==> config.mk <==
export PLATFORM = sky130hd
export DESIGN_NAME = disp_scan_decoder
export DESIGN_NICKNAME = d
export VERILOG_FILES = /design/src/rtl/disp_pkg.sv /design/src/rtl/seg_decode.sv /design/src/rtl/disp_scan_decoder.sv
export SDC_FILE = /design/constraint.sdc
export NUM_CORES = 1
export LEC_CHECK = 0
export ABC_AREA = 1
export BUFFER_PORTS_ARGS = -buffer_cell sky130_fd_sc_hd__buf_2
export CORE_ASPECT_RATIO = 1.2
export CORE_MARGIN = 5
export CORE_UTILIZATION = 55
export DETAILED_ROUTE_END_ITERATION = 12
export HOLD_SLACK_MARGIN = 0.1
export PLACE_DENSITY = 0.73
export SLEW_MARGIN = 10
export SYNTH_ARGS = -nofsm -noshare
export SYNTH_HDL_FRONTEND = slang
export SYNTH_SLANG_ARGS = --single-unit
==> constraint.sdc <==
create_clock -name clk -period 4.1 [get_ports clk]
set_clock_uncertainty 0.2 [all_clocks]
set_input_delay 0.41 -clock clk [delete_from_list [all_inputs] [get_ports clk]]
set_output_delay 0.41 -clock clk [all_outputs]
set_load 0.01 [all_outputs]
==> src/rtl/disp_pkg.sv <==
// Shared display constants: one-cold anode selects, active-low segment patterns, digit codes
// and the scan-decoder FSM state type.
package disp_pkg;

  localparam logic [3:0] AnodeD1    = 4'b0111;
  localparam logic [3:0] AnodeD2    = 4'b1011;
  localparam logic [3:0] AnodeD3    = 4'b1101;
  localparam logic [3:0] AnodeD4    = 4'b1110;
  localparam logic [3:0] AnodeBlank = 4'b1111;

  localparam logic [6:0] Seg0     = 7'b1000000;
  localparam logic [6:0] Seg1     = 7'b1111001;
  localparam logic [6:0] Seg2     = 7'b0100100;  // also what the driver emits for code 6
  localparam logic [6:0] Seg4     = 7'b0001100;
  localparam logic [6:0] Seg5     = 7'b0101111;
  localparam logic [6:0] Seg8     = 7'b0111111;
  localparam logic [6:0] SegBlank = 7'b1111111;

  localparam logic [3:0] Code0     = 4'b0000;
  localparam logic [3:0] Code1     = 4'b0001;
  localparam logic [3:0] Code2     = 4'b0010;
  localparam logic [3:0] Code4     = 4'b0100;
  localparam logic [3:0] Code5     = 4'b0101;
  localparam logic [3:0] Code8     = 4'b1000;
  localparam logic [3:0] CodeBlank = 4'b1111;
  localparam logic [3:0] CodeBad   = 4'b1011;

  typedef enum logic [1:0] {
    StSync,
    StGot1,
    StGot2,
    StGot3
  } state_e;

  function automatic logic anode_is_digit(logic [3:0] anode);
    return (anode == AnodeD1) || (anode == AnodeD2) || (anode == AnodeD3) || (anode == AnodeD4);
  endfunction

endpackage

==> src/rtl/seg_decode.sv <==
// Combinational segment-pattern to digit-code decoder; unknown patterns yield CodeBad.
module seg_decode
  import disp_pkg::*;
(
  input  logic [6:0] seg,
  output logic [3:0] code,
  output logic       invalid
);

  always_comb begin
    code    = CodeBad;
    invalid = 1'b0;
    case (seg)
      Seg0:     code = Code0;
      Seg1:     code = Code1;
      Seg2:     code = Code2;
      Seg4:     code = Code4;
      Seg5:     code = Code5;
      Seg8:     code = Code8;
      SegBlank: code = CodeBlank;
      default: begin
        code    = CodeBad;
        invalid = 1'b1;
      end
    endcase
  end

endmodule

==> src/rtl/disp_scan_decoder.sv <==
// Recovers the four digits shown by a multiplexed 7-segment driver by watching its anode and
// segment lines, publishing each complete in-order frame.
module disp_scan_decoder
  import disp_pkg::*;
#(
  parameter int unsigned STABLE_CYCLES = 1
) (
  input  logic       clk,
  input  logic       rst,
  input  logic [3:0] Anode,
  input  logic [6:0] leds,
  output logic [3:0] d1,
  output logic [3:0] d2,
  output logic [3:0] d3,
  output logic [3:0] d4,
  output logic       frame_valid,
  output logic       pattern_err,
  output logic       seq_err
);

  localparam logic [3:0] StableMax = 4'(STABLE_CYCLES);

  logic [3:0] anode_q, last_q, last_d, cnt_q, cnt_d;
  logic [6:0] leds_q;
  state_e     state_q, state_d;
  logic [3:0] s1_q, s2_q, s3_q, s1_d, s2_d, s3_d;
  logic [3:0] d1_q, d2_q, d3_q, d4_q, d1_d, d2_d, d3_d, d4_d;
  logic       fv_q, pe_q, se_q, fv_d, pe_d, se_d;
  logic [3:0] code;
  logic       invalid;
  logic       fresh;

  seg_decode u_seg_decode (
    .seg     (leds_q),
    .code    (code),
    .invalid (invalid)
  );

  // Counter tracks how long the incoming sample has matched the one already registered.
  always_comb begin
    cnt_d = cnt_q;
    if ({Anode, leds} != {anode_q, leds_q}) begin
      cnt_d = 4'd1;
    end else if (cnt_q < StableMax) begin
      cnt_d = cnt_q + 4'd1;
    end
  end

  assign fresh = (cnt_q == StableMax) && (anode_q != AnodeBlank) && (anode_q != last_q);

  always_comb begin
    state_d = state_q;
    last_d  = last_q;
    s1_d    = s1_q;
    s2_d    = s2_q;
    s3_d    = s3_q;
    d1_d    = d1_q;
    d2_d    = d2_q;
    d3_d    = d3_q;
    d4_d    = d4_q;
    fv_d    = 1'b0;
    pe_d    = 1'b0;
    se_d    = 1'b0;
    if (fresh) begin
      last_d = anode_q;
      if (!anode_is_digit(anode_q)) begin
        se_d    = 1'b1;
        state_d = StSync;
      end else begin
        pe_d = invalid;
        if (anode_q == AnodeD1) begin
          // Leftmost digit always (re)starts a frame; it is only an error mid-frame.
          s1_d    = code;
          state_d = StGot1;
          se_d    = (state_q != StSync);
        end else begin
          case (state_q)
            StSync: state_d = StSync;
            StGot1: begin
              if (anode_q == AnodeD2) begin
                s2_d    = code;
                state_d = StGot2;
              end else begin
                se_d    = 1'b1;
                state_d = StSync;
              end
            end
            StGot2: begin
              if (anode_q == AnodeD3) begin
                s3_d    = code;
                state_d = StGot3;
              end else begin
                se_d    = 1'b1;
                state_d = StSync;
              end
            end
            StGot3: begin
              state_d = StSync;
              if (anode_q == AnodeD4) begin
                d1_d = s1_q;
                d2_d = s2_q;
                d3_d = s3_q;
                d4_d = code;
                fv_d = 1'b1;
              end else begin
                se_d = 1'b1;
              end
            end
            default: state_d = StSync;
          endcase
        end
      end
    end
  end

  always_ff @(posedge clk) begin
    if (rst) begin
      anode_q <= AnodeBlank;
      leds_q  <= SegBlank;
      cnt_q   <= 4'd0;
      last_q  <= AnodeBlank;
      state_q <= StSync;
      s1_q    <= CodeBlank;
      s2_q    <= CodeBlank;
      s3_q    <= CodeBlank;
      d1_q    <= CodeBlank;
      d2_q    <= CodeBlank;
      d3_q    <= CodeBlank;
      d4_q    <= CodeBlank;
      fv_q    <= 1'b0;
      pe_q    <= 1'b0;
      se_q    <= 1'b0;
    end else begin
      anode_q <= Anode;
      leds_q  <= leds;
      cnt_q   <= cnt_d;
      last_q  <= last_d;
      state_q <= state_d;
      s1_q    <= s1_d;
      s2_q    <= s2_d;
      s3_q    <= s3_d;
      d1_q    <= d1_d;
      d2_q    <= d2_d;
      d3_q    <= d3_d;
      d4_q    <= d4_d;
      fv_q    <= fv_d;
      pe_q    <= pe_d;
      se_q    <= se_d;
    end
  end

  assign d1          = d1_q;
  assign d2          = d2_q;
  assign d3          = d3_q;
  assign d4          = d4_q;
  assign frame_valid = fv_q;
  assign pattern_err = pe_q;
  assign seq_err     = se_q;

endmodule

### After elaboration in Yosys (flattened, before gate mapping)

Cells that the tools add are included.

* output and inout bits: 19
* register bits after elaboration: 52

* reductions and logical operators: 18
* $add $sub $neg: 1
* muxes and demuxes: 16
* bitwise gates (word level): 4
* equal/unequal tests: 18
* magnitude comparators: 1

Operators by type and width (number)
* one-hot mux 4 bit (7 select lines): 1
* equality test 7 x 6 -> 1 bit, second input constant: 3
* equality test 7 bit, second input constant: 3
* AND reduction 5 bit: 3
* equality test 4 bit, second input constant: 3
* inequality test 11 bit: 1
* 2-to-1 mux 1 bit: 9
* 2-to-1 mux 2 bit: 4
* equality test 7 x 4 -> 1 bit, second input constant: 1
* OR reduction 7 bit: 1
* one-hot mux 2 bit (3 select lines): 1
* OR reduction 2 bit: 3
* OR reduction 5 bit: 1
* adder 4 x 1 -> 4 bit, second input constant: 1
* equality test 2 bit, second input constant: 2
* equality test 4 x 1 -> 1 bit, second input constant: 1
* equality test 4 x 3 -> 1 bit, second input constant: 1
* < comparator 4 x 1 -> 1 bit, second input constant: 1
* inequality test 4 bit: 1
* inequality test 4 bit, second input constant: 1
* NOT 1 bit: 4
* nonzero test 2 bit: 2
* logical OR 1 bit: 3
* one-hot mux 1 bit (3 select lines): 1
* 5 further kinds: 6

### Logic depth before layout (Yosys ltp)

* depth after elaboration: 6
* gate-level depth with buffers: 10
* depth with buffers taken out: 9

### Modules after synthesis

Synthesis repeated with hierarchy kept, for this count alone.

* cells, all modules: 331
* area total of the unflattened synthesis: 2387.3 um^2

Modules (own cells, without submodules)
* disp_scan_decoder: cells each 289, area an instance 2199.6 um^2, times used 1
* seg_decode: cells each 42, area an instance 187.7 um^2, times used 1

### Least setup slack after synthesis

OpenSTA, ideal clock, no wires.

* kind: reg2reg
* start point: register cnt_q[0]
* end point: register d3_q[0] (netlist: d3[0])
* path slack: 2.541 ns
* buffers on the path: 1
* setup time: 0.134 ns
* cell stages (with the launch flop): 8
* arrival time: 1.226 ns
* cells stage by stage: dfxtp_1 ha_1 nand2_1 a21oi_4 nand3_4 buf_4 nand2_1 nand3_1

* cells in the longest elaborated chain, start to end: 4

RTL lines
* from (decl): RTL line disp_scan_decoder.sv:23 `logic [3:0] anode_q, last_q, last_d, cnt_q, cnt_d;`
* from (signal assigned): RTL line disp_scan_decoder.sv:136 `cnt_q <= cnt_d;`
* equality test 4 x 1 -> 1 bit: RTL line disp_scan_decoder.sv:49 `assign fresh = (cnt_q == StableMax) && (anode_q != AnodeBlank) && (anode_q != last_q);`
* logical AND 1 bit (2 in series): RTL line disp_scan_decoder.sv:49
* AND reduction 5 bit (no source line)
* to (signal assigned): RTL line disp_scan_decoder.sv:128 `d3_q <= CodeBlank;`
* to (decl): RTL line disp_scan_decoder.sv:27 `logic [3:0] d1_q, d2_q, d3_q, d4_q, d1_d, d2_d, d3_d, d4_d;`

Every way passes these cells.
A chain may end at the register's enable or synchronous reset.

### Worst setup path after layout

* start point: register cnt_q[0]
* end point: register d4_q[2] (netlist: d4[2])

* cells in the longest elaborated chain, start to end: 4

RTL lines
* equality test 4 x 1 -> 1 bit: RTL line disp_scan_decoder.sv:49
* logical AND 1 bit (2 in series): RTL line disp_scan_decoder.sv:49
* AND reduction 5 bit (no source line)
* to (signal assigned): RTL line disp_scan_decoder.sv:129 `d4_q <= CodeBlank;`
* to (decl): RTL line disp_scan_decoder.sv:27

Every way passes these cells.

==> metrics.yaml <==
synth_area_leader_cell: "dfxtp_1"
setup_viol: 0
p_total_uw: 915.9
synth_area_um2: 2332
hold_class: "in2reg"
clock-sinks: 52
avgSynthCellArea_um2: 6.983
leakagePower_uw: 0.001283
cts.repair.resized: 0
clk_latency_ps: 300
worstHoldPathCells: 3
rows: 26
worstPathCellList: "ha_1 > nand2_1 > a21oi_4 > nand3_4 > inv_4 > nand2_1 > nand3_1"
cts_tree: "done"
htreeDepth: 2
rr_startpoint: "cnt_q[0]"
cp.arrival_ps: 1820
drv_slew: 0
crit_top_cell: "nand2_1"
grt-ovfl-total: 0
first_iter_violations: 151
nFillCells: 391
final.setup.tns_ps: 0
crit_buf_inv: 1
wirelength_um: 4647
largest_reg_flops: 7
r2r_cells: 7
fin_nets: 380
yosysTopAreaCellShare_pct: 44.64
rsz0062_at_grt: "false"
design.core.area_um2: 4197
cp_top_family: "simple AND/OR/NAND/NOR gates"
final.period_utilization_pct: 43.50
postCtsHoldBufs: 0
irDropWorstVdd_mv: 0.2560
placed_area_um2: 2509
max_freq_ghz: 0.5607
run_status: "complete, no violations"
maxCapViolCount: 0
drive_gt1_share_pct: 14.25
period_needed_ps: 1784
dieHeight_um: 81.34
grt_pass1_vias: 1938
hold_end: "leds_q[3]"
final_cell_count_no_fill: 421
register_area_um2: 1041
grt_start_max_net_pins: 32
place_congestion: 0.8663
crit_path_end_kind: "flop"
slowest_delay_ps: 410
synthTopCellsByArea: "dfxtp_1 45%, nand2_1 18%, nand3_1 8.2%, inv_1 6.3%, nor2_1 5.5%"
reg2reg_setup_slack_ps: 2320
io_pins: 32
final_cell_mix: "113 x nand2_1, 52 x dfxtp_1, 39 x inv_1"
regMostFlops: "leds_q"
multiInputGateArea_um2: 1086
dr.pass1.iters: 4
grt_usage_pct: 17.81
tightestPinTransition_ps: 927.0
vias_per_cell: 4.919
ant_nets: 0
synth_cells: 334
port-buffer-count: 31
worstSetupStartpoint: "cnt_q[0]"
cts.clk_slew.worst_paths_ps: 90
cts_buffer_depth: 2
seq_area_frac_synth_pct: 44.64
chipWidth_um: 69.45
syn-num-nets: 350
cp.depth: 7
synth_warnings: 0
root_buffer: "clkbuf_8"
dr_total_vias: 2071
antenna_found_initial: 0
post_cts_buffers: 0
cp_slowest_cell: "dfxtp_1"
initial_core_util_pct: 55.58
path_class: "reg2reg"
required_ps: 4140
r2r-end: "d4[2]"
die-area_um2: 5648
power.density_nw_per_um2: 352.6
critPathLaunchType: "flop"
cts_inserted_buffers: 5
grt_pass1_wl_um: 8190
drc_errors: 0
layout_commonest_cell: "nand2_1"
fin_area_um2: 2597
setup_slack_ps: 2316
hpwlAfterDp_um: 3423
worst_slew_margin_rel_pct: 38.13
wl_per_cell_um: 11.04
hp-start: "leds[3]"
ys_ff_latch: 52
antenna_cells: 0
dpl.cell_count: 413
cp_max_fo: 17
synth_cell_types: 27
pre_cts_slack_ps: 2062
hold_viol: 0
syn_to_final_growth_pct: 11.37
-- metal layers --
layer / part of all wire [%] / wire length, um / track usage (%)
met4: 1.8 / 82 / 6.055
met2: 50 / 2324 / 33.11
met3: 4.3 / 199 / 3.960
met5: 0 / 0 / 0
met1: 44 / 2040 / 20.17
-- worst max-delay path by stage --
stage / end / slack, ps
floorplan: d3[0] / 2540
global placement: cnt_q[1] / 2090
detailed placement: cnt_q[3] / 2060
CTS: d4[2] / 2270
global route: d4[2] / 2150
finish: d4[2] / 2320
-- logic make-up (layout without fill, tap and decap cells) --
| group | count (synthesis) | count (layout) | share of synthesized area, % |
|---|---|---|---|
| fa+ha+maj | 3 | 3 | 1.610 |
| xor+xnor | 6 | 6 | 2.253 |
| mux | 1 | 1 | 0.4828 |
| compound gates | 21 | 21 | 5.043 |
| flops | 52 | 52 | 44.64 |
| buf+inv | 49 | 80 | 8.798 |
| simple gates | 202 | 202 | 37.18 |
-- synthesized netlist by cell type --
cell / instances
xnor2_1: 5
nand2_2: 2
a21oi_4: 1
nand3b_1: 1
nor3_1: 2
inv_2: 1
nand3_4: 1
xor2_1: 1
nand2_1: 113
o21ai_0: 6
inv_4: 1
nand3_1: 38
a21oi_1: 13
buf_4: 1
buf_6: 2
nor2_1: 34
buf_1: 1
nor2_4: 1
nand3_2: 1
mux2_2: 1
nand4_1: 4
ha_1: 3
or2_2: 5
dfxtp_1: 52
a31oi_1: 1
inv_1: 39
clkbuf_1: 4
-- worst reg2reg max path, delay by kind of cell (launching register included) --
kind	cells	cell delay, ps
AOI/OAI and AO/OA	1	240
adders and majority gates	1	170
buffers and inverters	1	220
DFF	1	410
and+or+nand+nor	4	490
-- per-stage QoR --
stage	hold WS (ps)	utilization [%]
after floorplan	229.2	-
after CTS	101.4	61.90
after detailed placement	243.0	59.78
after global placement	237.5	59.78
final	106.7	61.90
after global routing	101.8	61.90
-- power by group --
part           internal, uW  switching (uW)
logic                  33.0            61.8
registers               518            12.4
clock network           122             169
total                   673             243
-- cell type report --
| cell class | instances | area share (%) |
|---|---|---|
| inverter | 41 | 6.021 |
| multi-input combinational | 233 | 41.81 |
| sequential | 52 | 40.08 |
| clock inverter | 2 | 0.6262 |
| timing repair buffer | 31 | 5.973 |
| clock buffer | 6 | 2.794 |
| tap | 56 | 2.697 |
(Power assumes the default switching activity.)
